===== src/rtl/athos_pkg.sv =====
// athos_pkg: shared Kyber constants and types for the athos polynomial datapath.
//   KYBER_N / KYBER_Q : polynomial length and modulus
//   coeff_t           : 16-bit coefficient container (12 significant bits)
//   coeff_pair_t      : payload of one unpacked coefficient pair
//   byte_phase_e      : position of the next byte inside a 3-byte group
`timescale 1ns/1ps
package athos_pkg;

   localparam int unsigned KYBER_N  = 256;
   localparam int unsigned KYBER_Q  = 3329;
   localparam int unsigned COEFF_W  = 16;
   localparam int unsigned PACKED_W = 12;
   localparam int unsigned BYTE_W   = 8;

   typedef logic [COEFF_W-1:0] coeff_t;

   typedef struct packed {
      coeff_t     coeff0;
      coeff_t     coeff1;
      logic [1:0] geq_q;
      logic       last;
   } coeff_pair_t;

   typedef enum logic [1:0] {
      B0 = 2'd0,
      B1 = 2'd1,
      B2 = 2'd2
   } byte_phase_e;

   // Zero-extend a packed 12-bit value into the coefficient container.
   function automatic coeff_t zext_coeff(input logic [PACKED_W-1:0] v);
      return coeff_t'(v);
   endfunction

endpackage


===== src/rtl/poly_frombytes_unpack.sv =====
// poly_frombytes_unpack: combinational 3-byte -> 2-coefficient unpack.
//   i_b0, i_b1, i_b2 : bytes of one group, Kyber encoding order
//   o_coeff0         : {b1[3:0], b0}, zero-extended
//   o_coeff1         : {b2, b1[7:4]}, zero-extended
//   o_geq_q          : bit i set when o_coeffi >= Q
`timescale 1ns/1ps
module poly_frombytes_unpack
   import athos_pkg::*;
#(
   parameter int unsigned Q = KYBER_Q
) (
   input  logic [BYTE_W-1:0] i_b0,
   input  logic [BYTE_W-1:0] i_b1,
   input  logic [BYTE_W-1:0] i_b2,
   output coeff_t            o_coeff0,
   output coeff_t            o_coeff1,
   output logic [1:0]        o_geq_q
);

   logic [PACKED_W-1:0] w_c0;
   logic [PACKED_W-1:0] w_c1;

   // Low nibble of b1 extends coeff0, high nibble starts coeff1.
   assign w_c0 = {i_b1[3:0], i_b0};
   assign w_c1 = {i_b2, i_b1[7:4]};

   assign o_coeff0 = zext_coeff(w_c0);
   assign o_coeff1 = zext_coeff(w_c1);

   assign o_geq_q[0] = (o_coeff0 >= coeff_t'(Q));
   assign o_geq_q[1] = (o_coeff1 >= coeff_t'(Q));

endmodule


===== src/rtl/poly_frombytes_stream.sv =====
// poly_frombytes_stream: streaming byte -> coefficient-pair unpacker.
//   clk_i, rst_ni (sync, active-low), clear_i (sync soft clear)
//   in_valid_i / in_ready_o / in_byte_i          : byte stream input
//   out_valid_o / out_ready_i                     : coefficient pair output
//   out_coeff0_o, out_coeff1_o, out_geq_q_o       : pair payload and range flags
//   out_last_o                                    : final pair of the polynomial
//   busy_o                                        : partial polynomial or pending pair
`timescale 1ns/1ps
module poly_frombytes_stream
   import athos_pkg::*;
#(
   parameter int unsigned N_COEFF = KYBER_N,
   parameter int unsigned Q       = KYBER_Q
) (
   input  logic              clk_i,
   input  logic              rst_ni,
   input  logic              clear_i,
   input  logic              in_valid_i,
   output logic              in_ready_o,
   input  logic [BYTE_W-1:0] in_byte_i,
   output logic              out_valid_o,
   input  logic              out_ready_i,
   output logic [15:0]       out_coeff0_o,
   output logic [15:0]       out_coeff1_o,
   output logic [1:0]        out_geq_q_o,
   output logic              out_last_o,
   output logic              busy_o
);

   localparam int unsigned PAIRS  = N_COEFF / 2;
   localparam int unsigned PAIR_W = (PAIRS > 1) ? $clog2(PAIRS) : 1;

   localparam logic [PAIR_W-1:0] LAST_PAIR = PAIR_W'(PAIRS - 1);

   byte_phase_e         r_phase;
   logic [BYTE_W-1:0]   r_b0;
   logic [BYTE_W-1:0]   r_b1;
   logic [PAIR_W-1:0]   r_pair_cnt;
   logic                r_out_valid;
   coeff_pair_t         r_out;

   coeff_t              w_coeff0;
   coeff_t              w_coeff1;
   logic [1:0]          w_geq_q;
   logic                w_in_hs;
   logic                w_out_hs;
   logic [PAIR_W-1:0]   w_cnt_next;
   logic [PAIR_W-1:0]   w_cnt_at_load;

   poly_frombytes_unpack #(
      .Q (Q)
   ) u_unpack (
      .i_b0     (r_b0),
      .i_b1     (r_b1),
      .i_b2     (in_byte_i),
      .o_coeff0 (w_coeff0),
      .o_coeff1 (w_coeff1),
      .o_geq_q  (w_geq_q)
   );

   // Byte 2 may only land when the output register is free or draining now.
   assign in_ready_o = rst_ni && !clear_i &&
                       ((r_phase != B2) || !r_out_valid || out_ready_i);

   assign w_in_hs  = in_valid_i && in_ready_o;
   assign w_out_hs = r_out_valid && out_ready_i;

   assign w_cnt_next = (r_pair_cnt == LAST_PAIR) ? '0 : (r_pair_cnt + PAIR_W'(1));

   // Index of a pair loaded this cycle: a same-cycle drain advances the count first.
   assign w_cnt_at_load = w_out_hs ? w_cnt_next : r_pair_cnt;

   // Phase FSM, staging bytes, pair counter and output register.
   always_ff @(posedge clk_i) begin
      if (!rst_ni || clear_i) begin
         r_phase     <= B0;
         r_b0        <= '0;
         r_b1        <= '0;
         r_pair_cnt  <= '0;
         r_out_valid <= 1'b0;
         r_out       <= '0;
      end else begin
         if (w_out_hs) begin
            r_out_valid <= 1'b0;
            r_pair_cnt  <= w_cnt_next;
         end
         if (w_in_hs) begin
            case (r_phase)
               B0: begin
                  r_b0    <= in_byte_i;
                  r_phase <= B1;
               end
               B1: begin
                  r_b1    <= in_byte_i;
                  r_phase <= B2;
               end
               B2: begin
                  // Overrides the drain above when both happen together.
                  r_out_valid  <= 1'b1;
                  r_out.coeff0 <= w_coeff0;
                  r_out.coeff1 <= w_coeff1;
                  r_out.geq_q  <= w_geq_q;
                  r_out.last   <= (w_cnt_at_load == LAST_PAIR);
                  r_phase      <= B0;
               end
               default: begin
                  r_phase <= B0;
               end
            endcase
         end
      end
   end

   assign out_valid_o  = r_out_valid;
   assign out_coeff0_o = r_out.coeff0;
   assign out_coeff1_o = r_out.coeff1;
   assign out_geq_q_o  = r_out.geq_q;
   assign out_last_o   = r_out_valid && r_out.last;
   assign busy_o       = (r_phase != B0) || r_out_valid || (r_pair_cnt != '0);

endmodule


===== config.mk =====
export PLATFORM = sky130hd
export DESIGN_NAME = poly_frombytes_stream
export DESIGN_NICKNAME = d
export VERILOG_FILES = /design/src/rtl/athos_pkg.sv /design/src/rtl/poly_frombytes_unpack.sv /design/src/rtl/poly_frombytes_stream.sv
export SDC_FILE = /design/constraint.sdc
export NUM_CORES = 1
export LEC_CHECK = 0
export ABC_AREA = 1
export ABC_CLOCK_PERIOD_IN_PS = 1900
export CAP_MARGIN = 30
export CORE_MARGIN = 4
export CORE_UTILIZATION = 27
export CTS_CLUSTER_SIZE = 25
export DETAILED_ROUTE_END_ITERATION = 10
export DONT_BUFFER_PORTS = 1
export MAX_ROUTING_LAYER = met4
export PLACE_DENSITY = 0.4
export RECOVER_POWER = 25
export SYNTH_ARGS = -nofsm -noshare
export SYNTH_HDL_FRONTEND = slang
export SYNTH_SLANG_ARGS = --single-unit

===== constraint.sdc =====
create_clock -name clk_i -period 1.9 [get_ports clk_i]
set_clock_uncertainty 0.1 [all_clocks]
set_input_delay 0.38 -clock clk_i [delete_from_list [all_inputs] [get_ports clk_i]]
set_output_delay 0.38 -clock clk_i [all_outputs]
set_load 0.05 [all_outputs]

==> metrics.cfg <==
[final_layout]
finish.instance_area_um2 = 2444
layout_common_cells = nand2_1 (62), dfxtp_1 (53), a21oi_1 (48), inv_1 (26), o21ai_0 (25)
area_delta_synth_final_pct = 0.8780
final_common_cell = nand2_1
drive_gt1_frac = 0.1142
fin_nets = 304
num_antenna_cells = 0

[critical_path]
critPathMaxFanout = 4
cp.arrival_ps = 1310
r2r_end = r_out[0]
r2r_setup_slack_ps = 300
cp_common_cell = nand4_1
crit_required_ps = 1420
end_kind = output pin
crit_path_top_delay_cell = dfxtp_1
slowest_delay_ps = 350
r2r-start = r_phase[1]
rr_worst_depth = 8
critPathLaunch = r_pair_cnt[3]
startpoint_type = flip-flop
path_class = flip-flop to output pin
path_cells = inv_1 -> nand4_1 -> nor3_2 -> nand4_1 -> buf_4
crit_end = busy_o

[routing]
routedWlPerCell_um = 14.07
vias = 1765
dr.pass1.iters = 4
drtIter0Drc = 59
drc = 0
totalWireLength_mm = 5.586
viasPerCell = 4.446
ant_nets = 0

[logic_synthesis]
yosys-top-cells-area = dfxtp_1 (44%), buf_4 (11%), a21oi_1 (10%)
synthCells = 312
yosysTopAreaCell = dfxtp_1
yosys.area.top_type_share = 0.4380
ys_ff_latch = 53
seq_area_frac_synth = 0.4380
netlist_area_um2 = 2422
synth_cell_types = 26
ys.warnings.count = 0
avgSynthCellArea_um2 = 7.764

[global_route]
grt_use_met3 = 0.02571
grt_usage = 0.1149
grt_pass1_wl_mm = 9.177
grt_pass1_vias = 1699
top_usage_layer = met2
met1_usage = 0.1556
grt_max_degree = 30
antenna_found_initial = 0
grtUsageMet2 = 0.1733
overflow = 0

[floorplanning]
coreArea_um2 = 8721
dieHeight_um = 102.7
die_area_um2 = 10550
fp-row-count = 34
initial_core_util = 0.2778
num_io_pins = 51
dieWidth_um = 102.7

[timing]
slew_viol_final = 0
slew_headroom = 0.6271
layout_min_cycle_time_ps = 1788
finalSetupViolations = 0
min_period_over_period = 0.9410
grt_setup_unrepaired = false
hold_viol_final = 0
max_freq_ghz = 0.5593
tns_ps = 0
layout_setup_ws_ps = 112.1
worstMarginPinSlew_ps = 558.6
worst_hold_slack_ps = 137.3

[power]
p_leak_nw = 0.9795
p_total_mw = 1.900
peakVddDrop_mv = 0.2870
power_density_nw_per_um2 = 777.7

[placed_design]
place_hpwl_mm = 4.091
place_ws_ps = 306.3
numPortBuffers = 0
globalplace.congestion = 0.7989
placed_cell_area_um2 = 2346

[clock_tree]
cts_buffers = 5
post-cts-setup-buffer-count = 0
htree_levels = 2
cts_root_buf = clkbuf_8
clock_sinks = 53
clk-insertion-delay-late_ps = 300
cts_tree = done
clkSlewWorstSetupHoldPaths_ps = 90
cts_buffer_depth = 2

[job]
cap_violations = 0

[worst_hold_path]
min_path_type = input pin to flip-flop

[outcome]
status = finished clean

[stage by stage]
step | instances | util
after floorplan | 319 | -
after global placement | 390 | 0.2690
after detailed placement | 390 | 0.2690
after CTS | 397 | 0.2793
after global routing | 397 | 0.2802
final | 397 | 0.2802
[worst min path at each step]
stage | from | end | slack (ps) | depth (start not counted)
floorplan | r_out[0] | r_out[0] | 350 | 2
global placement | r_out[0] | r_out[0] | 370 | 2
detailed placement | r_out[0] | r_out[0] | 370 | 2
CTS | in_byte_i[6] | out_geq_q_o[1] | 130 | 2
global route | in_byte_i[6] | out_geq_q_o[1] | 130 | 2
finish | in_byte_i[6] | out_geq_q_o[1] | 140 | 2
[Yosys cell counts]
cell type	number
ha_1	2
nand4_1	5
clkbuf_1	6
buf_4	35
o21ai_0	25
nand3_1	6
dfxtp_1	53
buf_1	1
inv_1	26
conb_1	1
nand2_1	63
o21ai_2	1
a21o_1	1
a21oi_2	2
nor2_4	3
nand3_4	1
nand4_4	1
nor2_1	20
nand2_4	1
inv_2	3
nor3_4	1
buf_2	2
nor3_1	1
buf_6	2
nand3b_4	1
a21oi_1	49
[kinds of logic (layout without fill, tap and decap cells)]
kind of cell             count (synthesis)  after routing  share of synthesized area
buffers and inverters                   75             45                     0.1777
AND/OR/NAND/NOR                        103            103                     0.2056
flip-flops                              53             53                     0.4380
AO/OA/AOI/OAI                           78             78                     0.1668
adder cells (fa/ha/maj)                  2              2                    0.01033
other                                    1              8                   0.001548
[state kept, by name (all words and copies together) (netlist names)]
register	cells
r_pair_cnt	7
r_b0	8
out_geq_q_o	2
out_coeff1_o	12
r_b1	8
out_valid_o	1
out_coeff0_o	12
r_phase	2
r_out	1
[critical path: cells and delay by family (launching register included)]
| kind | cells | cell delay (ps) |
|---|---|---|
| buffers and inverters | 2 | 280 |
| and+or+nand+nor | 3 | 370 |
| DFF | 1 | 350 |
[layer usage]
layer  routed length, um  part of all wire
met1                2736              0.49
met2                2560              0.46
met3                 226             0.040
met4                  63             0.011
met5                   0                 0
[cell type report]
type,count,area (um^2)
multi-input combinational,191,968.4
clock buffer,6,82.58
clock inverter,1,7.507
tap,108,135.1
timing repair buffer,9,80.08
fill,949,6277
inverter,29,108.9
sequential,53,1061
[power by group]
| part | total [mW] | internal [mW] | switching, mW | leakage (nW) |
|---|---|---|---|---|
| clock | 0.673 | 0.290 | 0.383 | 0.0433 |
| combinational | 0.108 | 0.0186 | 0.0893 | 0.509 |
| sequential | 1.12 | 1.11 | 0.00466 | 0.427 |
| total | 1.90 | 1.42 | 0.477 | 0.979 |
[timing repair]
item,in CTS,in global routing
hold buffers,0,0
endpoints found under the setup margin,0,2
gates resized for setup,0,2
endpoints found under the hold margin,0,0
Power figures use the tool's default switching activity.
